==> src/rtl/fe_fb.sv <==
// Fetch fill buffer: one-line instruction buffer in front of memory.
// Serves hits in one cycle and refills the line on a miss, one request at a time.
module fe_fb #(
  parameter int LINE_BYTES = 16,
  parameter int PADDR_W    = 32,
  parameter int ID_W       = 4
) (
  input  logic                    clk,
  input  logic                    reset,
  input  logic                    fe_fb_req_nnn_valid,
  input  logic [ID_W-1:0]         fe_fb_req_nnn_id,
  input  logic [PADDR_W-1:0]      fe_fb_req_nnn_addr,
  output logic                    fb_fe_rsp_nnn_valid,
  output logic [ID_W-1:0]         fb_fe_rsp_nnn_id,
  output logic [PADDR_W-1:0]      fb_fe_rsp_nnn_pc,
  output logic [31:0]             fb_fe_rsp_nnn_instr,
  input  logic                    br_mispred_ex0_valid,
  input  logic                    nuke_rb1_valid,
  output logic                    fb_mem_req_valid,
  output logic [PADDR_W-1:0]      fb_mem_req_addr,
  input  logic                    mem_fb_req_ready,
  input  logic                    mem_fb_rsp_valid,
  input  logic [8*LINE_BYTES-1:0] mem_fb_rsp_data
);

  localparam int OFF_W  = $clog2(LINE_BYTES);
  localparam int WORD_W = OFF_W - 2;
  localparam int TAG_W  = PADDR_W - OFF_W;

  typedef enum logic [1:0] {FB_IDLE, FB_MEM_REQ, FB_MEM_WAIT, FB_FILL_RSP} fb_state_e;

  fb_state_e              state_q;
  logic                   line_valid_q;
  logic [TAG_W-1:0]       tag_q;
  logic [8*LINE_BYTES-1:0] data_q;
  logic                   drop_q;
  logic [PADDR_W-1:0]     req_addr_q;
  logic [ID_W-1:0]        req_id_q;
  logic                   rsp_valid_q;
  logic [ID_W-1:0]        rsp_id_q;
  logic [PADDR_W-1:0]     rsp_pc_q;
  logic [31:0]            rsp_instr_q;
  logic                   mem_req_valid_q;
  logic [PADDR_W-1:0]     mem_req_addr_q;

  logic                   flush;
  logic                   req_take;
  logic                   req_hit;
  logic [31:0]            hit_instr;
  logic [31:0]            fill_instr;

  function automatic logic [31:0] word_sel(input logic [8*LINE_BYTES-1:0] line,
                                           input logic [WORD_W-1:0] idx);
    word_sel = line[32*idx +: 32];
  endfunction

  always_comb begin
    flush      = br_mispred_ex0_valid | nuke_rb1_valid;
    req_take   = fe_fb_req_nnn_valid & ~flush & (state_q == FB_IDLE);
    req_hit    = line_valid_q & (tag_q == fe_fb_req_nnn_addr[PADDR_W-1:OFF_W]);
    hit_instr  = word_sel(data_q, fe_fb_req_nnn_addr[OFF_W-1:2]);
    fill_instr = word_sel(mem_fb_rsp_data, req_addr_q[OFF_W-1:2]);
  end

  // Response registers default to zero each cycle so idle fields read '0.
  always_ff @(posedge clk) begin
    if (reset) begin
      state_q         <= FB_IDLE;
      line_valid_q    <= 1'b0;
      drop_q          <= 1'b0;
      req_addr_q      <= '0;
      req_id_q        <= '0;
      rsp_valid_q     <= 1'b0;
      rsp_id_q        <= '0;
      rsp_pc_q        <= '0;
      rsp_instr_q     <= 32'h0;
      mem_req_valid_q <= 1'b0;
      mem_req_addr_q  <= '0;
    end else begin
      rsp_valid_q <= 1'b0;
      rsp_id_q    <= '0;
      rsp_pc_q    <= '0;
      rsp_instr_q <= 32'h0;
      case (state_q)
        FB_IDLE: begin
          drop_q <= 1'b0;
          if (req_take && req_hit) begin
            rsp_valid_q <= 1'b1;
            rsp_id_q    <= fe_fb_req_nnn_id;
            rsp_pc_q    <= fe_fb_req_nnn_addr;
            rsp_instr_q <= hit_instr;
          end else if (req_take) begin
            req_addr_q      <= fe_fb_req_nnn_addr;
            req_id_q        <= fe_fb_req_nnn_id;
            mem_req_valid_q <= 1'b1;
            mem_req_addr_q  <= {fe_fb_req_nnn_addr[PADDR_W-1:OFF_W], {OFF_W{1'b0}}};
            state_q         <= FB_MEM_REQ;
          end
        end
        FB_MEM_REQ: begin
          if (flush) drop_q <= 1'b1;
          if (mem_fb_req_ready) begin
            mem_req_valid_q <= 1'b0;
            state_q         <= FB_MEM_WAIT;
          end
        end
        FB_MEM_WAIT: begin
          if (flush) drop_q <= 1'b1;
          // A flushed fill still lands in the line; only the response is suppressed.
          if (mem_fb_rsp_valid) begin
            data_q       <= mem_fb_rsp_data;
            tag_q        <= req_addr_q[PADDR_W-1:OFF_W];
            line_valid_q <= 1'b1;
            state_q      <= FB_FILL_RSP;
            if (!(drop_q || flush)) begin
              rsp_valid_q <= 1'b1;
              rsp_id_q    <= req_id_q;
              rsp_pc_q    <= req_addr_q;
              rsp_instr_q <= fill_instr;
            end
          end
        end
        FB_FILL_RSP: begin
          drop_q  <= 1'b0;
          state_q <= FB_IDLE;
        end
        default: state_q <= FB_IDLE;
      endcase
    end
  end

  assign fb_fe_rsp_nnn_valid = rsp_valid_q;
  assign fb_fe_rsp_nnn_id    = rsp_id_q;
  assign fb_fe_rsp_nnn_pc    = rsp_pc_q;
  assign fb_fe_rsp_nnn_instr = rsp_instr_q;
  assign fb_mem_req_valid    = mem_req_valid_q;
  assign fb_mem_req_addr     = mem_req_addr_q;

  fe_fb_chk u_chk (
    .clk_i       (clk),
    .reset_i     (reset),
    .in_idle_i   (state_q == FB_IDLE),
    .in_wait_i   (state_q == FB_MEM_WAIT),
    .req_valid_i (fe_fb_req_nnn_valid),
    .rsp_valid_i (mem_fb_rsp_valid)
  );

endmodule

// Protocol checker: flags inputs the fill buffer is allowed to ignore.
module fe_fb_chk (
  input logic clk_i,
  input logic reset_i,
  input logic in_idle_i,
  input logic in_wait_i,
  input logic req_valid_i,
  input logic rsp_valid_i
);

  always @(posedge clk_i) begin
    if (!reset_i) begin
      assert (!(req_valid_i && !in_idle_i))
        else $warning("fe_fb: fetch request ignored while a fill is outstanding");
      assert (!(rsp_valid_i && !in_wait_i))
        else $warning("fe_fb: memory response ignored outside FB_MEM_WAIT");
    end
  end

endmodule

==> config.mk <==
export PLATFORM = sky130hd
export DESIGN_NAME = fe_fb
export DESIGN_NICKNAME = d
export VERILOG_FILES = /design/src/rtl/fe_fb.sv
export SDC_FILE = /design/constraint.sdc
export NUM_CORES = 1
export LEC_CHECK = 0
export ABC_AREA = 1
export CAP_MARGIN = 0
export CORE_ASPECT_RATIO = 1.4
export CORE_MARGIN = 5
export CORE_UTILIZATION = 40
export CTS_CLUSTER_DIAMETER = 40
export DETAILED_ROUTE_END_ITERATION = 6
export PLACE_DENSITY = 0.67
export SYNTH_ARGS = -nofsm -noshare
export SYNTH_HDL_FRONTEND = slang
export SYNTH_SLANG_ARGS = --single-unit
==> constraint.sdc <==
create_clock -name clk -period 29.7 [get_ports clk]
set_input_delay 5.94 -clock clk [delete_from_list [all_inputs] [get_ports clk]]
set_output_delay 5.94 -clock clk [all_outputs]
set_load 0.03 [all_outputs]
# --- Word level (Yosys, flattened, before mapping) ---
# Index checks and enable logic that the tools add are counted.
classes:
  add_sub_neg: 0
  multipliers: 0
  div: 0
  n_lt_le_gt_ge: 0
  n_eq_ne: 9
  n_shift: 2
  mux: 27
  bitwise_logic: 7
  reduce_logical: 11
ops:
  columns: ["cell", "n"]
  rows:
  - ["indexed part select 128 x 8 -> 32 bit", 2]
  - ["2-to-1 mux 32 bit", 6]
  - ["case mux 32 bit (2 select lines)", 2]
  - ["equality test 28 bit", 1]
  - ["2-to-1 mux 4 bit", 3]
  - ["2-to-1 mux 2 bit", 4]
  - ["!= test 2 bit (second input constant)", 4]
  - ["case mux 2 bit (4 select lines)", 1]
  - ["case mux 4 bit (2 select lines)", 1]
  - ["AND reduction 4 bit", 2]
  - ["2-to-1 mux 1 bit", 7]
  - ["case mux 1 bit (2 select lines)", 3]
  - ["AND reduction 3 bit", 2]
  - ["equality test 2 bit (second input constant)", 2]
  - ["OR reduction 2 bit", 2]
  - ["AND 1 bit", 3]
  - ["inverter 1 bit", 3]
  - ["equality test 2 x 1 -> 1 bit (second input constant)", 1]
  - ["logical NOT 2 bit", 1]
  - ["!= test 2 x 1 -> 1 bit (second input constant)", 1]
  - ["AND reduction 2 bit", 1]
  - ["nonzero test 2 bit", 1]
  - ["logical AND 1 bit", 1]
  - ["logical OR 1 bit", 1]
  - ["bitwise OR 1 bit", 1]
word_totals:
  register_bits: 294
  latch_bits: 0
  ramBits: 0
  romBits: 0
  in_bits: 171
  wordCells: 69
  mem_count: 0

# --- Longest topological paths before layout ---
# Gate-level depths: netlist (run 1).
depth:
  word_depth: 7
  ltp_mapped: 14

# --- Worst setup path before layout (run 1) ---
# Ideal clock, no wire load.
synth_path:
  kind: "input port to flip-flop"
  start: "input port reset"
  end: "register data_q[0] (enable)"
  setup_ns: 0.673
  arrival_time_ns: 12.834
  required_time_ns: 29.027
  path_slack_ns: 16.192
  path_stages: 3
  path_buffers: 2
  path_cell_list: "clkbuf_1 > clkbuf_1 > nor2_1"
synth_between:
  elab_chain_cells: 2
synth_lines:
  columns: ["item", "line", "rtl"]
  rows:
  - ["start, declared", "9", "input logic reset,"]
  - ["inverter 1 bit (no source line)", null, null]
  - ["AND reduction 3 bit (no source line)", null, null]
  - ["end signal, assigned", "111", "data_q <= mem_fb_rsp_data;"]
  - ["end, declared", "35", "logic [8*LINE_BYTES-1:0] data_q;"]
# No other way between the ends.
# A chain may end at the register's enable or synchronous reset.

==> results of run 1 <==
## final timing paths
path                              startpoint                    to  slack, ns  cells after the start
worst min-delay path            line_valid_q          line_valid_q       0.47                      2
worst min register to register  line_valid_q          line_valid_q       0.47                      2
worst max register to register    state_q[0]           data_q[116]      27.15                      6
worst max-delay path                   reset  fb_fe_rsp_nnn_pc[31]      21.47                      5
## registers in the layout, indices dropped and copies added (netlist names)
name / flops
tag_q: 28
fb_fe_rsp_nnn_id: 4
data_q: 128
req_addr_q: 32
drop_q: 1
fb_fe_rsp_nnn_valid: 1
fb_fe_rsp_nnn_pc: 32
fb_mem_req_valid: 1
fb_fe_rsp_nnn_instr: 32
req_id_q: 4
line_valid_q: 1
state_q: 2
## cell usage after synthesis
cell and instances:
buf_1 8, edfxtp_1 156, xor2_1 3, a21oi_1 64, nand3_1 3, buf_12 1, buf_4 37, nor2_4 2
o22ai_1 1, nand2_2 11, nor3_2 1, xnor2_1 4, inv_1 49, nand3_4 1, nand4_1 1, inv_2 5
or2_2 1, clkinv_1 2, buf_8 1, o21ai_0 103, nor2_1 285, nand2_1 198, conb_1 1, ha_1 3
clkbuf_1 45, dfxtp_1 110, a21oi_2 10, nand3b_1 1, buf_2 12, or2_0 1, clkinv_2 1, o32ai_1 64
## placed cells by master (no fill, tap or decap), drive strengths merged, types with 2 or more instances in the layout
cell and count:
diode 2, or2 2, clkbuf 46, nor2 287, xnor2 4, ha 3
inv 62, xor2 3, edfxtp 156, conb 4, buf 16, nand2 209
o21ai 103, clkinvlp 3, a21oi 74, dfxtp 110, clkdlybuf4s50 265, nand3 4
clkinv 9, o32ai 64
## worst max-delay path, delay by kind of cell
family | cells | cell delay, ns
AO/OA/AOI/OAI | 1 | 0.38
AND/OR/NAND/NOR | 1 | 0.85
buffers and inverters | 3 | 1.43
## cells by family after synthesis
family,count (synthesis),share of synthesized area
compound gates,242,0.133
xor+xnor,7,0.00545
fa+ha+maj,3,0.00334
buf+inv,161,0.0700
flops,266,0.613
other cells,1,0.000334
simple gates,505,0.176
## stage by stage
stage	area, um2	power (W)	hold WS [ns]
floorplan	11300	0.000519	0.436
global placement	13900	0.000571	0.451
detailed placement	13900	0.000573	0.461
CTS	15000	0.000973	0.468
global route	15000	0.00101	0.487
finish	15000	0.000963	0.470
## where the power goes
part	internal [W]	leakage [nW]	total [W]	switching (W)
logic	0.0000545	2.43	0.000140	0.0000854
clock network	0.000235	0.535	0.000398	0.000163
registers	0.000415	2.31	0.000425	0.0000100
total	0.000704	5.27	0.000963	0.000259
## per-layer routing
layer / up-vias / part of all wire
met5: - / 0.00055
met4: 4 / 0.022
met3: 53 / 0.073
met2: 321 / 0.52
met1: 4435 / 0.39
li1: 4409 / -
## final cells by class
class,count,area (um2)
fill,2474,12600
sequential,266,6890
inverter,57,215
timing repair buffer,281,2770
clock buffer,46,970
antenna,2,5.00
tap,370,463
clock inverter,17,133
multi-input combinational,761,3590
==> reports/metrics.cfg, run 1 <==
[status]
status = finished, final reports clean

[synth]
ys_seq_area_frac = 0.613
ys_types = 32
synth_warnings = 0
postSynthCellCount = 1185
avgSynthCellArea_um2 = 9.48
synth_top_area_share = 0.417
netlist_area_um2 = 11200
synth_area_leaders = edfxtp_1, dfxtp_1, nor2_1, nand2_1, o32ai_1
synth_top_cell_by_area = edfxtp_1
synth_seq_cells = 266

[final_layout]
utilization = 0.544
instances_no_fill = 1800
fin_nets = 1576
area_growth_pct = 33.8
drive_above_1_share = 0.0742

[floorplanning]
core_area_um2 = 27700
die_x_um = 152
dieHeight_um = 208
rows = 72
io_pins = 273
start_util = 0.406
dieArea_um2 = 31600

[global_route]
grt_start_max_net_pins = 68
grt_pass1_vias = 9475
antenna_found_initial = 4
overflow = 0
met1_usage = 0.234
top_usage_layer = met2
grtUsageMet2 = 0.369
grt_pass1_wl_um = 50800
track_usage = 0.204
use_met3 = 0.0518

[cts]
cts.repair.resized = 0
clk_path_buf_depth = 3
clk_pin_slew_ns = 0.06
postCtsSetupBuffers = 0
cts_hold_buf = 0
clk_latency_ns = 0.50
cts_made_buffers = 35
clock_sinks = 266
h-tree-depth = 2
root_buffer = clkbuf_16
cts_tree = built

[sta]
max_freq_mhz = 121
final.period_utilization = 0.277
rsz0062_at_grt = false
finalHoldViolCount = 0
fin_crit_ns = 8.23
fin_tns_setup_ns = 0
setup_viol = 0
final_max_slew_viol_count = 0
worst_pin_slew_ns = 1.26
final.setup.worst_slack_ns = 21.47
finClkSkew_ns = 0.0196
maxSlewHeadroom = 0.162

[drt]
drtIter0Drc = 516
ant_nets = 0
wl_per_cell_um = 18.2
routed_wl_um = 32800
vias = 9222
first_pass_iters = 5
viasPerCell = 5.12
drc = 0

[place]
dp_hpwl_um = 21000
port_buffers = 268
pre_cts_slack_ns = 20.95
dp_cells = 1735
finalWeightedCongestion = 0.817

[pwr]
p_leak_nw = 5.27
max-vdd-ir-drop_mv = 0.0382
cellPowerDensity_nw_per_um2 = 64.0

[worst_setup_path]
crit_chain = buf_2 > buf_4 > inv_1 > nand2_2 > a21oi_1
cp_slowest_stage_delay_ns = 1.00
crit_required_ns = 30.09
crit_path_start_kind = input port
cp.arrival_ns = 8.63
worst_setup_path_end_kind = register
critPathMaxFanout = 44
critical_path_class = input port to register
crit_slowest_cell = inv_1

[flow_run]
cap_violations = 0

[hold_path]
hp-class = register to register

Power figures use the tool's default switching activity.
==> inputs of run 2 (changes only) <==
PLACE_DENSITY = 0.69   (was 0.67)
clock period = 7.2 ns   (was 29.7 ns; I/O delays follow)
==> reports/metrics.cfg, run 2 (synthesized netlist as in run 1, its figures left out) <==
[status]
status = finished, final reports clean

[hold_path]
hp-class = register to register

[cts]
cts_hold_buf = 0
clk_path_buf_depth = 3
cts_made_buffers = 31
clk_pin_slew_ns = 0.06
clk_latency_ns = 0.55
cts.repair.resized = 0
postCtsSetupBuffers = 0
cts_tree = built
h-tree-depth = 1
root_buffer = clkbuf_16
clock_sinks = 266

[final_layout]
fill_cells = 2396
final_cell_mix = nor2_1, clkdlybuf4s50_1, nand2_1
regMostFlops = data_q
utilization = 0.542
largest_register_ffs = 128
layout_commonest_cell = nor2_1
drive_above_1_share = 0.0739
area_growth_pct = 33.5
fin_nets = 1570

[global_route]
grt_pass1_vias = 9030
track_usage = 0.197
overflow = 0
grt_pass1_wl_um = 49600
antenna_found_initial = 6
grt_start_max_net_pins = 157

[floorplanning]
rows = 72
dieHeight_um = 208
io_pins = 273
core_area_um2 = 27700
die_x_um = 152
dieArea_um2 = 31600
start_util = 0.406

[place]
dp_hpwl_um = 20400
pre_cts_slack_ns = 2.92
finalWeightedCongestion = 0.798
port_buffers = 268

[pwr]
p_leak_nw = 5.25
cellPowerDensity_nw_per_um2 = 260
max-vdd-ir-drop_mv = 0.224

[drt]
wl_per_cell_um = 17.8
ant_nets = 0
vias = 9064
viasPerCell = 5.05
drtIter0Drc = 515
first_pass_iters = 5
routed_wl_um = 32000
drc = 0

[worst_setup_path]
crit_required_ns = 7.63
critical_path_class = input port to register
worst_setup_path_end_kind = register
crit_path_start_kind = input port
cp.arrival_ns = 4.08
critPathMaxFanout = 37

[sta]
max_freq_mhz = 274
final.period_utilization = 0.507
worst_pin_slew_ns = 1.22
fin_tns_setup_ns = 0
final.setup.worst_slack_ns = 3.55
setup_viol = 0
finalHoldViolCount = 0
finClkSkew_ns = 0.0148
final_max_slew_viol_count = 0
maxSlewHeadroom = 0.186
fin_crit_ns = 3.65
rsz0062_at_grt = false

[flow_run]
cap_violations = 0

run 2: changes by cell type in the layout (fill, tap and decap cells not counted), sizes merged:
| cell | change |
|---|---|
| clkinv | +3 |
| clkinvlp | -1 |
| inv | -1 |
| buf | -2 |
| clkbuf | -6 |
| diode | +2 |
run 2: per-stage QoR:
step | hold slack [ns] | cells | total power, W | instance area, um2
after global routing | 0.485 | 1794 | 0.00407 | 15000
final | 0.466 | 1795 | 0.00390 | 15000
after floorplan | 0.436 | 1188 | 0.00213 | 11300
after CTS | 0.462 | 1791 | 0.00394 | 15000
after global placement | 0.450 | 1733 | 0.00235 | 13900
after detailed placement | 0.453 | 1733 | 0.00236 | 13900
run 2: path summary, 6_finish.rpt:
check,startpoint,end,slack (ns),depth (start not counted)
max,fe_fb_req_nnn_addr[4],req_addr_q[27],3.55,11
min reg2reg,req_id_q[2],fb_fe_rsp_nnn_id[2],0.47,2
max reg2reg,tag_q[0],req_addr_q[27],4.59,11
min,req_id_q[2],fb_fe_rsp_nnn_id[2],0.47,2
run 2: metal layers:
metal,wire length [um],part of all wire,track usage,vias to the layer above
li1,-,-,-,4394
met2,16200,0.51,0.346,338
met1,12300,0.39,0.237,4273
met5,32,0.0010,0,-
met3,2660,0.083,0.0516,55
met4,721,0.023,0.0558,4
run 2: critical path, stage by stage:
cell and delay (ns):
clkdlybuf4s50_1 0.54, or2_0 0.14, nand3_1 0.06, nor2_1 0.17
nand2_1 0.18, nor2_4 0.15, nand2_1 0.07, nand2_2 0.52
inv_2 0.50, nor2_1 0.21, nor2_1 0.06
run 2: area by class of cell:
| class | instances | area [um2] | share of cell area |
|---|---|---|---|
| Inverter | 57 | 215 | 0.0143 |
| Clock inverter | 18 | 145 | 0.00967 |
| Sequential cell | 266 | 6890 | 0.459 |
| Antenna cell | 4 | 10.0 | 0.000667 |
| Tap cell | 370 | 463 | 0.0309 |
| Clock buffer | 40 | 925 | 0.0616 |
| Timing Repair Buffer | 279 | 2760 | 0.184 |
| Multi-Input combinational cell | 761 | 3590 | 0.240 |
run 2: where the power goes:
group	total, W	internal (W)	switching, W
combinational	0.000575	0.000225	0.000350
clock	0.00157	0.000924	0.000650
sequential	0.00175	0.00171	0.0000432
total	0.00390	0.00286	0.00104
==> inputs of run 3 (changes only) <==
PLACE_DENSITY = 0.67   (was 0.69)
clock period = 3.75 ns   (was 7.2 ns; I/O delays follow)
==> reports/metrics.cfg, run 3 (synthesized netlist as in run 1, its figures left out) <==
[status]
status = finished, final reports clean

[cts]
cts.repair.resized = 0
cts_made_buffers = 31
root_buffer = clkbuf_16
clk_latency_ns = 0.54
h-tree-depth = 1
postCtsSetupBuffers = 0
clock_sinks = 266
clk_path_buf_depth = 3
cts_tree = built
clk_pin_slew_ns = 0.06
cts_hold_buf = 0

[final_layout]
area_growth_pct = 34.5
utilization = 0.546
final_cell_mix = nor2_1, clkdlybuf4s50_1, nand2_1
layout_commonest_cell = nor2_1
fill_cells = 2453
drive_above_1_share = 0.0770
largest_register_ffs = 128
fin_nets = 1577
regMostFlops = data_q

[pwr]
seqPwrFrac = 0.440
p_leak_nw = 5.28
p_int_w = 0.00568
power.switching_w = 0.00199
pwr-share-clk = 0.416
max-vdd-ir-drop_mv = 0.399
switching_share = 0.260
combPwrFrac = 0.145
cellPowerDensity_nw_per_um2 = 507

[global_route]
met1_usage = 0.233
use_met3 = 0.0496
grtUsageMet2 = 0.362
top_usage_layer = met2
grt_pass1_vias = 9427
grt_start_max_net_pins = 97
grt_pass1_wl_um = 50200
overflow = 0
track_usage = 0.201
antenna_found_initial = 5

[sta]
worst_pin_slew_ns = 1.04
setup_viol = 0
rsz0062_at_grt = false
finClkSkew_ns = 0.0139
hold_ws_ns = 0.464
finalHoldViolCount = 0
max_freq_mhz = 411
final.period_utilization = 0.650
final_max_slew_viol_count = 0
maxSlewHeadroom = 0.305
fin_crit_ns = 2.44

[drt]
first_pass_iters = 6
ant_nets = 0
vias = 9143
routed_wl_um = 32700
viasPerCell = 5.07
drc = 0
wl_per_cell_um = 18.2
drtIter0Drc = 487

[floorplanning]
dieHeight_um = 208
dieArea_um2 = 31600
io_pins = 273
rows = 72
start_util = 0.406
core_area_um2 = 27700
die_x_um = 152

[worst_setup_path]
crit_chain = clkdlybuf4s50_1
critPathMaxFanout = 4
crit_required_ns = 3.00
critical_path_class = register to output port
r2r_slack_ns = 1.65
cp.arrival_ns = 1.69
cpLargestDelayFamily = buffers and inverters
cp_slowest_stage_delay_ns = 0.71
crit_slowest_cell = clkdlybuf4s50_1
worst_setup_path_end_kind = output port
path_buf_inv = 1
crit_path_start_kind = register

[place]
port_buffers = 268
finalWeightedCongestion = 0.836
dp_hpwl_um = 21100

[flow_run]
cap_violations = 0

[hold_path]
hp-class = register to register

-- run 3: cell types whose count changed in the layout (fill, tap and decap cells not counted), sizes merged --
cell	change
clkbuf	-5
buf	+7
bufinv	+6
clkinv	-5
clkinvlp	+6
inv	-2
-- run 3: metal layers --
metal | routed length [um] | up-vias
met5 | 20 | -
met4 | 683 | 2
met1 | 12300 | 4343
met3 | 2620 | 42
li1 | - | 4416
met2 | 17100 | 340
-- run 3: area by class of cell --
type / count / area [um2] / share of cell area
Sequential cell: 266 / 6890 / 0.456
Multi-Input combinational cell: 761 / 3590 / 0.238
Timing Repair Buffer: 286 / 2840 / 0.188
Clock buffer: 35 / 791 / 0.0523
Tap cell: 370 / 463 / 0.0306
Clock inverter: 23 / 310 / 0.0205
Inverter: 57 / 215 / 0.0142
Antenna cell: 4 / 10.0 / 0.000662
-- run 3: power by group through the flow --
stage | clock [W] | sequential (W) | combinational, W
global route | 0.00337 | 0.00339 | 0.00122
detailed placement | 0 | 0.00343 | 0.00111
floorplan | 0 | 0.00343 | 0.000666
global placement | 0 | 0.00343 | 0.00110
finish | 0.00319 | 0.00337 | 0.00111
CTS | 0.00325 | 0.00337 | 0.00112
-- run 3: path summary, 6_finish.rpt --
kind / from / to / depth (start not counted)
setup reg to reg: tag_q[0] / fb_fe_rsp_nnn_instr[29] / 11
setup / recovery: req_addr_q[31] / fb_mem_req_addr[31] / 1
hold reg to reg: line_valid_q / line_valid_q / 2
hold / removal: line_valid_q / line_valid_q / 2
-- run 3: stage by stage --
step,cells,worst slack (ns),setup TNS (ns),power (W),instance area [um2]
6_report,1802,1.31,0,0.00767,15100
5_1_grt,1802,1.11,0,0.00798,15100
4_1_cts,1798,1.26,0,0.00774,15100
3_5_place_dp,1740,0.680,0,0.00455,14000
3_3_place_gp,1740,0.690,0,0.00453,14000
2_1_floorplan,1188,-0.00178,-0.278,0.00409,11300
